## src/rtl/uart_pkg.sv

```systemverilog
// Shared UART definitions: bit timing, scheduler state encoding, width helper.
// Latency: n/a (declarations only).
// Backpressure: n/a.
package uart_pkg;

  // 100 MHz / 9600 baud, rounded down
  localparam int CLK_PER_BIT      = 10416;
  // Two bit periods: a healthy transmitter raises busy well inside this
  localparam int BUSY_TIMEOUT_DEF = 2 * CLK_PER_BIT;

  typedef enum logic [2:0] {
    ST_IDLE      = 3'd0,
    ST_START     = 3'd1,
    ST_WAIT_BUSY = 3'd2,
    ST_WAIT_DONE = 3'd3,
    ST_GAP       = 3'd4
  } sched_state_e;

  // Index width that never collapses to zero bits
  function automatic int clog2_min1(input int v);
    return (v <= 2) ? 1 : $clog2(v);
  endfunction

endpackage

```

## src/rtl/uart_tx_scheduler_if.sv

```systemverilog
// Requester bus plus transmitter handshake shared by the scheduler and its neighbours.
// Latency: n/a (wiring only).
// Backpressure: req is a level held until ack; transmitter paced by tx_busy.
interface uart_tx_scheduler_if #(
  parameter int N = 4
);
  import uart_pkg::*;

  localparam int IW = clog2_min1(N);

  logic [N-1:0]   req;
  logic [8*N-1:0] req_data;
  logic [N-1:0]   ack;
  logic [N-1:0]   done;
  logic           tx_start;
  logic [7:0]     tx_data;
  logic           tx_busy;
  logic [IW-1:0]  active_id;
  logic           timeout_err;

  // Scheduler side
  modport master (
    input  req, req_data, tx_busy,
    output ack, done, tx_start, tx_data, active_id, timeout_err
  );

  // Requesters plus transmitter side
  modport slave (
    output req, req_data, tx_busy,
    input  ack, done, tx_start, tx_data, active_id, timeout_err
  );

endinterface

```

## src/rtl/rr_arbiter.sv

```systemverilog
// Round-robin pick: first set request strictly after ptr, wrapping at N.
// Latency: combinational.
// Backpressure: none; caller decides when the grant is consumed.
module rr_arbiter #(
  parameter int N  = 4,
  parameter int IW = 2
) (
  input  logic [N-1:0]  req_i,
  input  logic [IW-1:0] ptr_i,
  output logic [N-1:0]  gnt_o,
  output logic [IW-1:0] idx_o,
  output logic          vld_o
);

  // Rotate requests so ptr+1 lands at bit 0, then take the lowest set bit
  always_comb begin
    logic [2*N-1:0] sh;
    int             pos;
    sh    = {req_i, req_i} >> (int'(ptr_i) + 1);
    pos   = 0;
    gnt_o = '0;
    idx_o = '0;
    vld_o = 1'b0;
    for (int k = 0; k < N; k++) begin
      if (!vld_o && sh[k]) begin
        vld_o = 1'b1;
        pos   = (int'(ptr_i) + 1 + k) % N;
      end
    end
    if (vld_o) begin
      gnt_o = {{(N-1){1'b0}}, 1'b1} << pos;
      idx_o = IW'(pos);
    end
  end

endmodule

```

## src/rtl/uart_tx_scheduler.sv

```systemverilog
// Shares one 8N1 byte transmitter among N requesters with round-robin fairness.
// Latency: ack one edge after req seen in IDLE, tx_start one cycle after ack.
// Backpressure: req held until ack; next grant waits for frame end (or timeout) plus gap.
module uart_tx_scheduler
  import uart_pkg::*;
#(
  parameter int N            = 4,
  parameter int BUSY_TIMEOUT = BUSY_TIMEOUT_DEF,
  parameter int GAP_CYCLES   = 0
) (
  input  logic                clk,
  input  logic                reset_n,
  uart_tx_scheduler_if.master bus
);

  localparam int IW = clog2_min1(N);
  localparam int TW = $clog2(BUSY_TIMEOUT + 1);
  localparam int GW = clog2_min1(GAP_CYCLES + 1);

  localparam logic [TW-1:0] TO_LAST  = TW'(BUSY_TIMEOUT - 1);
  localparam logic [TW-1:0] TO_MAX   = {TW{1'b1}};
  localparam logic [GW-1:0] GAP_LAST = GW'((GAP_CYCLES > 0) ? GAP_CYCLES - 1 : 0);
  localparam logic [IW-1:0] PTR_RST  = IW'(N - 1);

  sched_state_e  state_q;
  logic [IW-1:0] ptr_q;
  logic [N-1:0]  ack_q;
  logic [N-1:0]  done_q;
  logic          tx_start_q;
  logic [7:0]    tx_data_q;
  logic [IW-1:0] active_id_q;
  logic          timeout_q;
  logic [TW-1:0] to_cnt_q;
  logic [GW-1:0] gap_cnt_q;

  logic [TW-1:0] to_cnt_d;
  logic [GW-1:0] gap_cnt_d;
  logic [N-1:0]  done_d;

  logic [N-1:0]  win_gnt;
  logic [IW-1:0] win_idx;
  logic          win_vld;
  logic [7:0]    win_dat;

  rr_arbiter #(
    .N  (N),
    .IW (IW)
  ) u_arb (
    .req_i (bus.req),
    .ptr_i (ptr_q),
    .gnt_o (win_gnt),
    .idx_o (win_idx),
    .vld_o (win_vld)
  );

  assign win_dat = bus.req_data[8*win_idx +: 8];

  // Timeout counter saturates so an oversized BUSY_TIMEOUT can never wrap back to zero
  assign to_cnt_d  = (to_cnt_q == TO_MAX) ? to_cnt_q : to_cnt_q + 1'b1;
  assign gap_cnt_d = gap_cnt_q + 1'b1;
  assign done_d    = {{(N-1){1'b0}}, 1'b1} << active_id_q;

  // Scheduler FSM; every output is a register so pulses are glitch-free one-cycle strobes.
  // GAP always occupies at least one cycle, so GAP_CYCLES of 0 and 1 behave alike.
  always_ff @(posedge clk) begin
    if (!reset_n) begin
      state_q     <= ST_IDLE;
      ptr_q       <= PTR_RST;
      ack_q       <= '0;
      done_q      <= '0;
      tx_start_q  <= 1'b0;
      tx_data_q   <= '0;
      active_id_q <= '0;
      timeout_q   <= 1'b0;
      to_cnt_q    <= '0;
      gap_cnt_q   <= '0;
    end else begin
      ack_q      <= '0;
      done_q     <= '0;
      tx_start_q <= 1'b0;
      timeout_q  <= 1'b0;
      case (state_q)
        ST_IDLE: begin
          if (win_vld) begin
            tx_data_q   <= win_dat;
            active_id_q <= win_idx;
            ack_q       <= win_gnt;
            ptr_q       <= win_idx;
            state_q     <= ST_START;
          end
        end
        ST_START: begin
          tx_start_q <= 1'b1;
          to_cnt_q   <= '0;
          state_q    <= ST_WAIT_BUSY;
        end
        ST_WAIT_BUSY: begin
          if (bus.tx_busy) begin
            state_q <= ST_WAIT_DONE;
          end else if (to_cnt_q == TO_LAST) begin
            timeout_q <= 1'b1;
            gap_cnt_q <= '0;
            state_q   <= ST_GAP;
          end else begin
            to_cnt_q <= to_cnt_d;
          end
        end
        ST_WAIT_DONE: begin
          if (!bus.tx_busy) begin
            done_q    <= done_d;
            gap_cnt_q <= '0;
            state_q   <= ST_GAP;
          end
        end
        ST_GAP: begin
          if (GAP_CYCLES <= 1 || gap_cnt_q == GAP_LAST) begin
            state_q <= ST_IDLE;
          end else begin
            gap_cnt_q <= gap_cnt_d;
          end
        end
        default: state_q <= ST_IDLE;
      endcase
    end
  end

  assign bus.ack         = ack_q;
  assign bus.done        = done_q;
  assign bus.tx_start    = tx_start_q;
  assign bus.tx_data     = tx_data_q;
  assign bus.active_id   = active_id_q;
  assign bus.timeout_err = timeout_q;

endmodule

```

## src/flat_wrapper.sv

```systemverilog
// flat-port wrapper written by rule: the top's interface ports become plain ports
module uart_tx_scheduler_flat import uart_pkg::*;
#(
  parameter int N            = 4,
  parameter int BUSY_TIMEOUT = BUSY_TIMEOUT_DEF,
  parameter int GAP_CYCLES   = 0
)
  (clk, reset_n, bus_req, bus_req_data, bus_tx_busy, bus_ack, bus_done, bus_tx_start, bus_tx_data, bus_active_id, bus_timeout_err);
  uart_tx_scheduler_if #(.N(N)) bus_i ();
  input  logic clk;
  input  logic reset_n;
  input wire logic [$bits(bus_i.req)-1:0] bus_req;
  input wire logic [$bits(bus_i.req_data)-1:0] bus_req_data;
  input wire logic [$bits(bus_i.tx_busy)-1:0] bus_tx_busy;
  output wire logic [$bits(bus_i.ack)-1:0] bus_ack;
  output wire logic [$bits(bus_i.done)-1:0] bus_done;
  output wire logic [$bits(bus_i.tx_start)-1:0] bus_tx_start;
  output wire logic [$bits(bus_i.tx_data)-1:0] bus_tx_data;
  output wire logic [$bits(bus_i.active_id)-1:0] bus_active_id;
  output wire logic [$bits(bus_i.timeout_err)-1:0] bus_timeout_err;
  assign bus_i.req = bus_req;
  assign bus_i.req_data = bus_req_data;
  assign bus_i.tx_busy = bus_tx_busy;
  assign bus_ack = bus_i.ack;
  assign bus_done = bus_i.done;
  assign bus_tx_start = bus_i.tx_start;
  assign bus_tx_data = bus_i.tx_data;
  assign bus_active_id = bus_i.active_id;
  assign bus_timeout_err = bus_i.timeout_err;
  uart_tx_scheduler #(.N(N), .BUSY_TIMEOUT(BUSY_TIMEOUT), .GAP_CYCLES(GAP_CYCLES)) u_core (.clk(clk), .reset_n(reset_n), .bus(bus_i));
endmodule
```

## config.mk

```make
export PLATFORM = sky130hd
export DESIGN_NAME = uart_tx_scheduler_flat
export DESIGN_NICKNAME = d
export VERILOG_FILES = /design/src/rtl/uart_pkg.sv /design/src/rtl/uart_tx_scheduler_if.sv /design/src/rtl/rr_arbiter.sv /design/src/rtl/uart_tx_scheduler.sv /design/src/flat_wrapper.sv
export SDC_FILE = /design/constraint.sdc
export NUM_CORES = 1
export LEC_CHECK = 0
export ABC_AREA = 1
export CORE_MARGIN = 2
export CORE_UTILIZATION = 51
export CTS_CLUSTER_SIZE = 12
export DETAILED_ROUTE_END_ITERATION = 12
export PLACE_DENSITY = 0.81
export SLEW_MARGIN = 20
export SYNTH_ARGS = -nofsm -noshare
export SYNTH_HDL_FRONTEND = slang
export SYNTH_HIERARCHICAL = 1
export SYNTH_SLANG_ARGS = --single-unit
```

## constraint.sdc

```tcl
create_clock -name clk -period 2.8 [get_ports clk]
set_clock_uncertainty 0.1 [all_clocks]
set_input_delay 0.84 -clock clk [delete_from_list [all_inputs] [get_ports clk]]
set_output_delay 0.84 -clock clk [all_outputs]
set_load 0.01 [all_outputs]
```

# == Word level (Yosys, flattened, before mapping) ==
# Index checks and enable logic that the tools add are counted.
# Widths: inputs -> output; s select.
# word_totals
ff_bits,40
in_bits,39
out_inout_bits,20
wordCells,74
# op_classes
add_sub_neg,5
eq_ne,11
shifts,4
mux,20
n_bitwise,7
n_reduce_logical,18
# op_table
cell,n
$mux 32,4
$mux 15,3
$shiftx 32x6->8,1
$shl 1x32->4 const A,1
$eq 15x15->1 const B,2
$pmux 15 s2,1
$add 15x1->15 const B,1
$mux 3,4
$pmux 3 s4,1
$ne 2x2->1 const B,5
$reduce_or 2->1,4
$shr 8x3->4,1
$eq 3x2->1 const B,2
$mux 1,6
$reduce_and 3->1,2
$reduce_or 3->1,2
$add 2x2->2 const B,2
$and 1x1->1 const A,4
$reduce_and 4->1,1
$shl 1x2->4 const A,1
$add 2x1->3 const B,1
$eq 3x1->1 const B,1
$logic_and 1x1->1,3
$logic_not 1->1,3
7 further kinds,9

# == Logic depth before layout (Yosys ltp) ==
# Gate-level depths: netlist (run 1).
# logic_depth
ltp_word,14
ltp_mapped,15
ltp_nobuf,14

# == Modules after synthesis ==
# The synthesis (run 1) kept the hierarchy.
# by_module_without_submodules
module,n_inst,cells_per_inst,area_per_inst_um2,seq_area_each_um2
uart_tx_scheduler,1,339,2174.6,800.8
rr_arbiter,1,80,424.2,0.0

# == Worst setup path before layout (run 1) ==
# Ideal clock, no wire load.
# synth_path
path_type,input -> register
start,input port bus_req[3]
end,"register u_core.tx_data_q[1], in the netlist u_core/bus.tx_data[1]"
setup_ns,0.126
arrival_ns,2.185
required_ns,2.574
setup_slack_ns,0.390
stages,13
path_buffers,2
path_cell_list,nand2_1 -> nand2_1 -> nand2_1 -> nand2_2 -> nand2_1 -> nand2_1 -> nand2_2 -> nand2_4 -> clkbuf_1 -> inv_1 -> clkbuf_1 -> o21ai_0 -> a31oi_1
# synth_between
elab_chain_len,13
elab_cells_between_ends,18
classes_between,shift: 2; mux: 9; reduce/logical: 7
# synth_lines
element,line,rtl
from (decl),flat_wrapper.sv:12,input wire logic [$bits(bus_i.req)-1:0] bus_req;
$shr 8x3->4 (*),rr_arbiter.sv:19,"sh = {req_i, req_i} >> (int'(ptr_i) + 1);"
$mux 1,rr_arbiter.sv:25,if (!vld_o && sh[k]) begin
$logic_not 1->1,rr_arbiter.sv:25,
$logic_and 1x1->1,rr_arbiter.sv:25,
$mux 1,rr_arbiter.sv:25,
$logic_not 1->1,rr_arbiter.sv:25,
$logic_and 1x1->1,rr_arbiter.sv:25,
$mux 1,rr_arbiter.sv:25,
$logic_not 1->1,rr_arbiter.sv:25,
$logic_and 1x1->1,rr_arbiter.sv:25,
$mux 32 or $mux 1 (tied branches),rr_arbiter.sv:25,
$mux 2 (*),rr_arbiter.sv:30,if (vld_o) begin
named net u_core.win_idx[0],uart_tx_scheduler.sv:41,logic [IW-1:0] win_idx;
$shiftx 32x6->8 (*),uart_tx_scheduler.sv:56,assign win_dat = bus.req_data[8*win_idx +: 8];
to (signal assigned),uart_tx_scheduler.sv:85,tx_data_q <= win_dat;
to (decl),uart_tx_scheduler.sv:30,logic [7:0] tx_data_q;
# The timed path passes the listed nets; every way through them passes the cells marked *.
# A chain may end at the register's enable or synchronous reset.

# == Worst setup path after layout (run 1) ==
# layout_path
start,input port bus_req[0]
end,"register u_core.tx_data_q[7], in the netlist u_core/bus.tx_data[7]"
# Same word-level chain as after synthesis.

==> out/summary.txt, run 1 <==
Outcome: finished clean
Seq/Total Area, Yosys: 0.308
Final setup violation count: 0
Crit path from: bus_req[0]
RSZ-0062 raised after global routing: no
CTS clk-pin slew, worst paths: 0.08 ns
Ant. Diodes: 0
Detail Placement HPWL: 4880 um
Core ar.: 0.00482 sq mm
Total gr overflow: 0
Post-synthesis mux area share: 0
Compound-cell area share of the yosys netlist: 0.114
Vias/cell: 5.12
Crit path kind: in -> reg
Layout cell share with drive strength beyond 1: 0.116
Max cap viols: 0
Die ar.: 0.00568 sq mm
GRT Util Overall: 0.241
Critical-path cell list: clkdlybuf4s50_1 -> inv_1 -> nand2_1 -> nand3_2 -> nand2_2 -> nand2_1 -> nand2_1 -> nand2_2 -> nand2_4 -> inv_1 -> buf_4 -> o21ai_0 -> a31oi_1
Final period util: 0.909
Final Util: 0.703
Grt met1 use: 0.306
Syn-to-layout area delta: 30.3%
Mapped Area: 0.00260 sq mm
FMAX: 393 MHz
Final Slew Violations: 0
Via count: 2,808
Placer Congestion: 0.893
Critical Path Source Type: primary input
Min-delay src: u_core/bus.active_id[0]
# DRC: 0
Post-Syn Area per Cell: 6.20 sq um
Crit path capture type: flip-flop
Post-CTS Resized: 0
CTS tree: yes
CP max stage cell: clkdlybuf4s50_1
Total CTS buffers: 5
Largest family of logic cells by synthesized area: simple AND/OR/NAND/NOR gates
Critical Path Fanout Max: 8
Placed cells: 540
Met3 usage: 0.0437
Simple-gate share of the synthesized area: 0.461
Clock Latency Late Sink: 0.30 ns
DRT antenna net count: 0
Minimum clock period: 2.54 ns
Fin area: 0.00339 sq mm
Largest stage delay on the critical path: 0.51 ns
Max VDD drop: 0.000641 V
Die W: 75.4 um
RR Startpoint: u_core/ptr_q[0]
CTS H-Tree Depth: 2
Clk sinks: 40
Post-cts hold buffer count: 0
Relative slew slack: 0.710
Warnings, synthesis: 6
Worst slack at placement: -0.0473 ns
Row cnt: 25
First-pass GRT wire length: 10,800 um
Area after DPL: 0.00327 sq mm
Initial DRC Count: 187
CP dominant cell by count: nand2_1
Flops & latches, synth: 40
GR Layer Usage met2: 0.405
Nets: 520
Post-CTS Setup Repair Bufs: 0
Non-filler cells, final: 548
Final WS setup: 0.255 ns
Count of final hold-check violations: 0
Ports: 59
Critical path arrival: 2.62 ns
Syn_nets: 459
Leakage: 0.00144 uW
Post-Synthesis Cells: 419
Final WL: 6430 um
DR WL/cell: 11.7 um
Synth cell types: 31
Vias in the first global route: 2,565
Ys async rst share: 0
Xor-xnor portion of the synthesized cell area: 0.00674
Initial core utilization: 0.539
Die height: 75.4 um
Initial antenna violation count: 0
Port Buffer Count: 58
First drt pass iteration count: 5
Largest net degree at the start of global routing: 24
WP data required: 2.87 ns
CTS root buf: clkbuf_8
Number of synthesized flops with an enable pin: 0
HP Class: reg -> reg
Main synth FF type: dfxtp_1
Adder-Cell Fraction of Synth Area: 0.00481
Cell area power density: 986 mW/mm^2
CTS Buffer Depth: 2
Actual slew at the worst max-slew pin: 0.434 ns
Layer with the highest usage: met2
Fin Hold WS: 0.382 ns
## final timing paths
kind,endpoint,depth (start not counted),slack [ns]
min,u_core/bus.done[2],1,0.38
min reg2reg,u_core/bus.done[2],1,0.38
max reg2reg,u_core/bus.tx_data[7],12,0.62
max,u_core/bus.tx_data[7],13,0.26
## sequential cells by signal (all words and copies together) (netlist names)
| name | cells |
|---|---|
| u_core/bus.ack | 4 |
| u_core/bus.active_id | 2 |
| u_core/bus.done | 4 |
| u_core/bus.timeout_err | 1 |
| u_core/bus.tx_data | 8 |
| u_core/bus.tx_start | 1 |
| u_core/ptr_q | 2 |
| u_core/state_q | 3 |
| u_core/to_cnt_q | 15 |
## layout by cell type, fill, tap and decap left out, types with 2 or more instances in the layout
cell	synthesis	layout
nor2_4	3	3
inv_1	43	43
nand2_2	10	10
nand3_2	5	5
nand3_1	40	40
o21bai_1	4	4
nor2_1	84	84
clkdlybuf4s50_1	0	58
a31oi_1	7	7
nand2_4	5	5
buf_4	1	11
clkbuf_8	0	5
o21ai_0	27	27
nand2_1	95	95
dfxtp_1	40	40
nor2_2	6	6
inv_2	5	5
nand4_1	7	7
xor2_1	2	2
a21oi_1	10	10
## cell usage after synthesis, types with 6 or more instances
cell       n  area [sq um]
clkbuf_1   6          22.5
nand3_1   40           200
nor2_2     6          37.5
nand2_1   95           357
nor2_1    84           315
a31oi_1    7          43.8
dfxtp_1   40           801
nand2_2   10          62.6
inv_1     43           161
buf_2      6          30.0
a21oi_1   10          50.1
o21ai_0   27           135
nand4_1    7          43.8
## worst max-delay path: cells and delay by family
| kind | cells | cell delay, ns |
|---|---|---|
| compound gates | 2 | 0.31 |
| buf+inv | 4 | 0.86 |
| simple gates | 7 | 0.59 |
## logic make-up (layout without fill, tap and decap cells)
logic type,count (synthesis),in the layout
compound gates,52,52
fa+ha+maj,1,1
simple gates,260,260
xor+xnor,2,2
flops,40,40
buf+inv,64,126
## final cells by class
cell class	count	area, sq um
Timing Repair Buffer	70	683
Fill cell	454	1430
Clock inverter	3	46.3
Inverter	48	180
Multi-Input combinational cell	315	1520
Clock buffer	5	68.8
Tap cell	67	83.8
Sequential cell	40	801
## power by group
group          switching (uW)  internal (uW)
logic                    1190            824
registers                 128            712
clock network             218            269
total                    1530           1810
## stage by stage
stage          total power [uW]  TNS, ns
6_report                   3340        0
5_1_grt                    3640        0
4_1_cts                    3350        0
3_5_place_dp               2850  -0.0874
3_3_place_gp               2810        0
2_1_floorplan              2230        0
## layer usage
metal,wire [um],part of all wire
met3,420,0.065
met2,3070,0.48
met4,73,0.011
met5,0,0
met1,2870,0.45
Note: power is estimated with default switching activity, not from simulation.
==> run 2: changes to the inputs <==
Settings changed: CORE_UTILIZATION 51 to 48, PLACE_DENSITY 0.81 to 0.77, SLEW_MARGIN 20 to default.
==> out/summary.txt, run 2 (synthesized netlist as in run 1, its figures left out) <==
Outcome: finished clean
Max cap viols: 0
Post-CTS Resized: 0
Placer Congestion: 0.879
Final WL: 6510 um
Die W: 77.6 um
CTS tree: yes
DR WL/cell: 11.9 um
CTS root buf: clkbuf_8
RSZ-0062 raised after global routing: no
Initial antenna violation count: 0
RR Startpoint: u_core/ptr_q[0]
Crit path kind: in -> reg
Minimum clock period: 2.54 ns
Port Buffer Count: 58
Die ar.: 0.00602 sq mm
Ports: 59
Initial DRC Count: 113
WP data required: 2.93 ns
Biggest register: u_core/to_cnt_q
Initial core utilization: 0.502
Setup TNS: 0 ns
Detail Placement HPWL: 4930 um
Most common cell after layout, fill and taps aside: nand2_1
Critical Path Source Type: primary input
Ant. Diodes: 0
Worst-case reg-to-reg path depth: 13
Power, Total: 3300 uW
Largest net degree at the start of global routing: 24
Row cnt: 26
Core ar.: 0.00517 sq mm
Total gr overflow: 0
Crit path capture type: flip-flop
Clock Latency Late Sink: 0.29 ns
Fin Hold WS: 0.384 ns
Critical-path cell list: clkdlybuf4s50_1 -> inv_1 -> nand2_1 -> nand3_2 -> nand2_2 -> nand2_1 -> nand2_1 -> nand2_2 -> nand2_4 -> buf_12 -> o21ai_0 -> o221ai_1 -> o211ai_1 -> inv_1
GRT Util Overall: 0.226
Vias/cell: 5.05
Largest stage delay on the critical path: 0.53 ns
Final setup violation count: 0
Die height: 77.6 um
Via count: 2,770
Cell area power density: 978 mW/mm^2
Final period util: 0.905
Vias in the first global route: 2,673
R2R Path End: u_core/bus.tx_data[3]
R2r setup slk: 0.68 ns
Layout cell share with drive strength beyond 1: 0.113
Critical Path Fanout Max: 18
CTS clk-pin slew, worst paths: 0.08 ns
Worst Hold Endpoint: u_core/bus.done[0]
CTS H-Tree Depth: 2
DRT antenna net count: 0
Min-delay src: u_core/bus.active_id[0]
HP Class: reg -> reg
First drt pass iteration count: 4
Syn-to-layout area delta: 29.8%
Nets: 518
Critical path arrival: 2.67 ns
CP dominant cell by count: nand2_1
First-pass GRT wire length: 11,400 um
Relative slew slack: 0.707
Hold path depth: 1
Most frequent cells in the layout: nand2_1 (95), nor2_1 (84), clkdlybuf4s50_1 (58)
Max reg flops: 15
Total CTS buffers: 5
Clk sinks: 40
Max VDD drop: 0.000673 V
Final Slew Violations: 0
Post-cts hold buffer count: 0
Post-CTS Setup Repair Bufs: 0
CP max stage cell: clkdlybuf4s50_1
Leakage: 0.00143 uW
Non-filler cells, final: 549
CTS Buffer Depth: 2
Placed cells: 541
# DRC: 0
Count of final hold-check violations: 0
FMAX: 394 MHz
Actual slew at the worst max-slew pin: 0.438 ns
## run 2: changes by cell type in the layout (fill, tap and decap cells not counted)
cell,delta
buf_4,-2
inv_6,-1
clkinv_2,+1
## run 2: worst max-delay path by stage
stage                     startpoint  slack (ns)               endpoint  cells past startpoint
after floorplan           bus_req[3]        0.39  u_core/bus.tx_data[1]                     13
after global placement    bus_req[0]        0.06  u_core/bus.tx_data[1]                     13
after detailed placement  bus_req[0]       -0.01  u_core/bus.tx_data[2]                     13
after CTS                 bus_req[0]        0.26  u_core/bus.tx_data[3]                     14
after global routing      bus_req[3]        0.09  u_core/bus.tx_data[3]                     13
final                     bus_req[0]        0.26  u_core/bus.tx_data[3]                     14
## run 2: layer usage
layer / part of all wire / GRT usage / wire [um]
met5: 0 / 0 / 0
met4: 0.0092 / 0.0536 / 60
met2: 0.48 / 0.403 / 3150
met1: 0.45 / 0.279 / 2900
met3: 0.061 / 0.0442 / 399
## run 2: stage by stage
stage	cell area, sq um	util	worst slack (ns)
after floorplan	2600	-	0.390
after global placement	3260	0.630	0.0622
after detailed placement	3260	0.630	-0.0140
after CTS	3370	0.652	0.260
after global routing	3370	0.652	0.0947
final	3370	0.652	0.265
## run 2: final cells by class
cell class / instances / area (sq um)
Inverter: 48 / 180
Fill cell: 475 / 1800
Sequential cell: 40 / 801
Tap cell: 70 / 87.6
Clock buffer: 5 / 68.8
Multi-Input combinational cell: 315 / 1520
Clock inverter: 3 / 42.5
Timing Repair Buffer: 68 / 668
## run 2: critical path, delay by kind of cell
kind	cells	cell delay (ns)
buffers and inverters	4	0.82
and+or+nand+nor	7	0.58
AOI/OAI and AO/OA	3	0.43
## run 2: power by group
part | total, uW | leakage (uW) | switching [uW] | internal (uW)
clock | 470 | 0.0000541 | 206 | 264
combinational | 2000 | 0.00105 | 1200 | 798
sequential | 825 | 0.000328 | 113 | 712
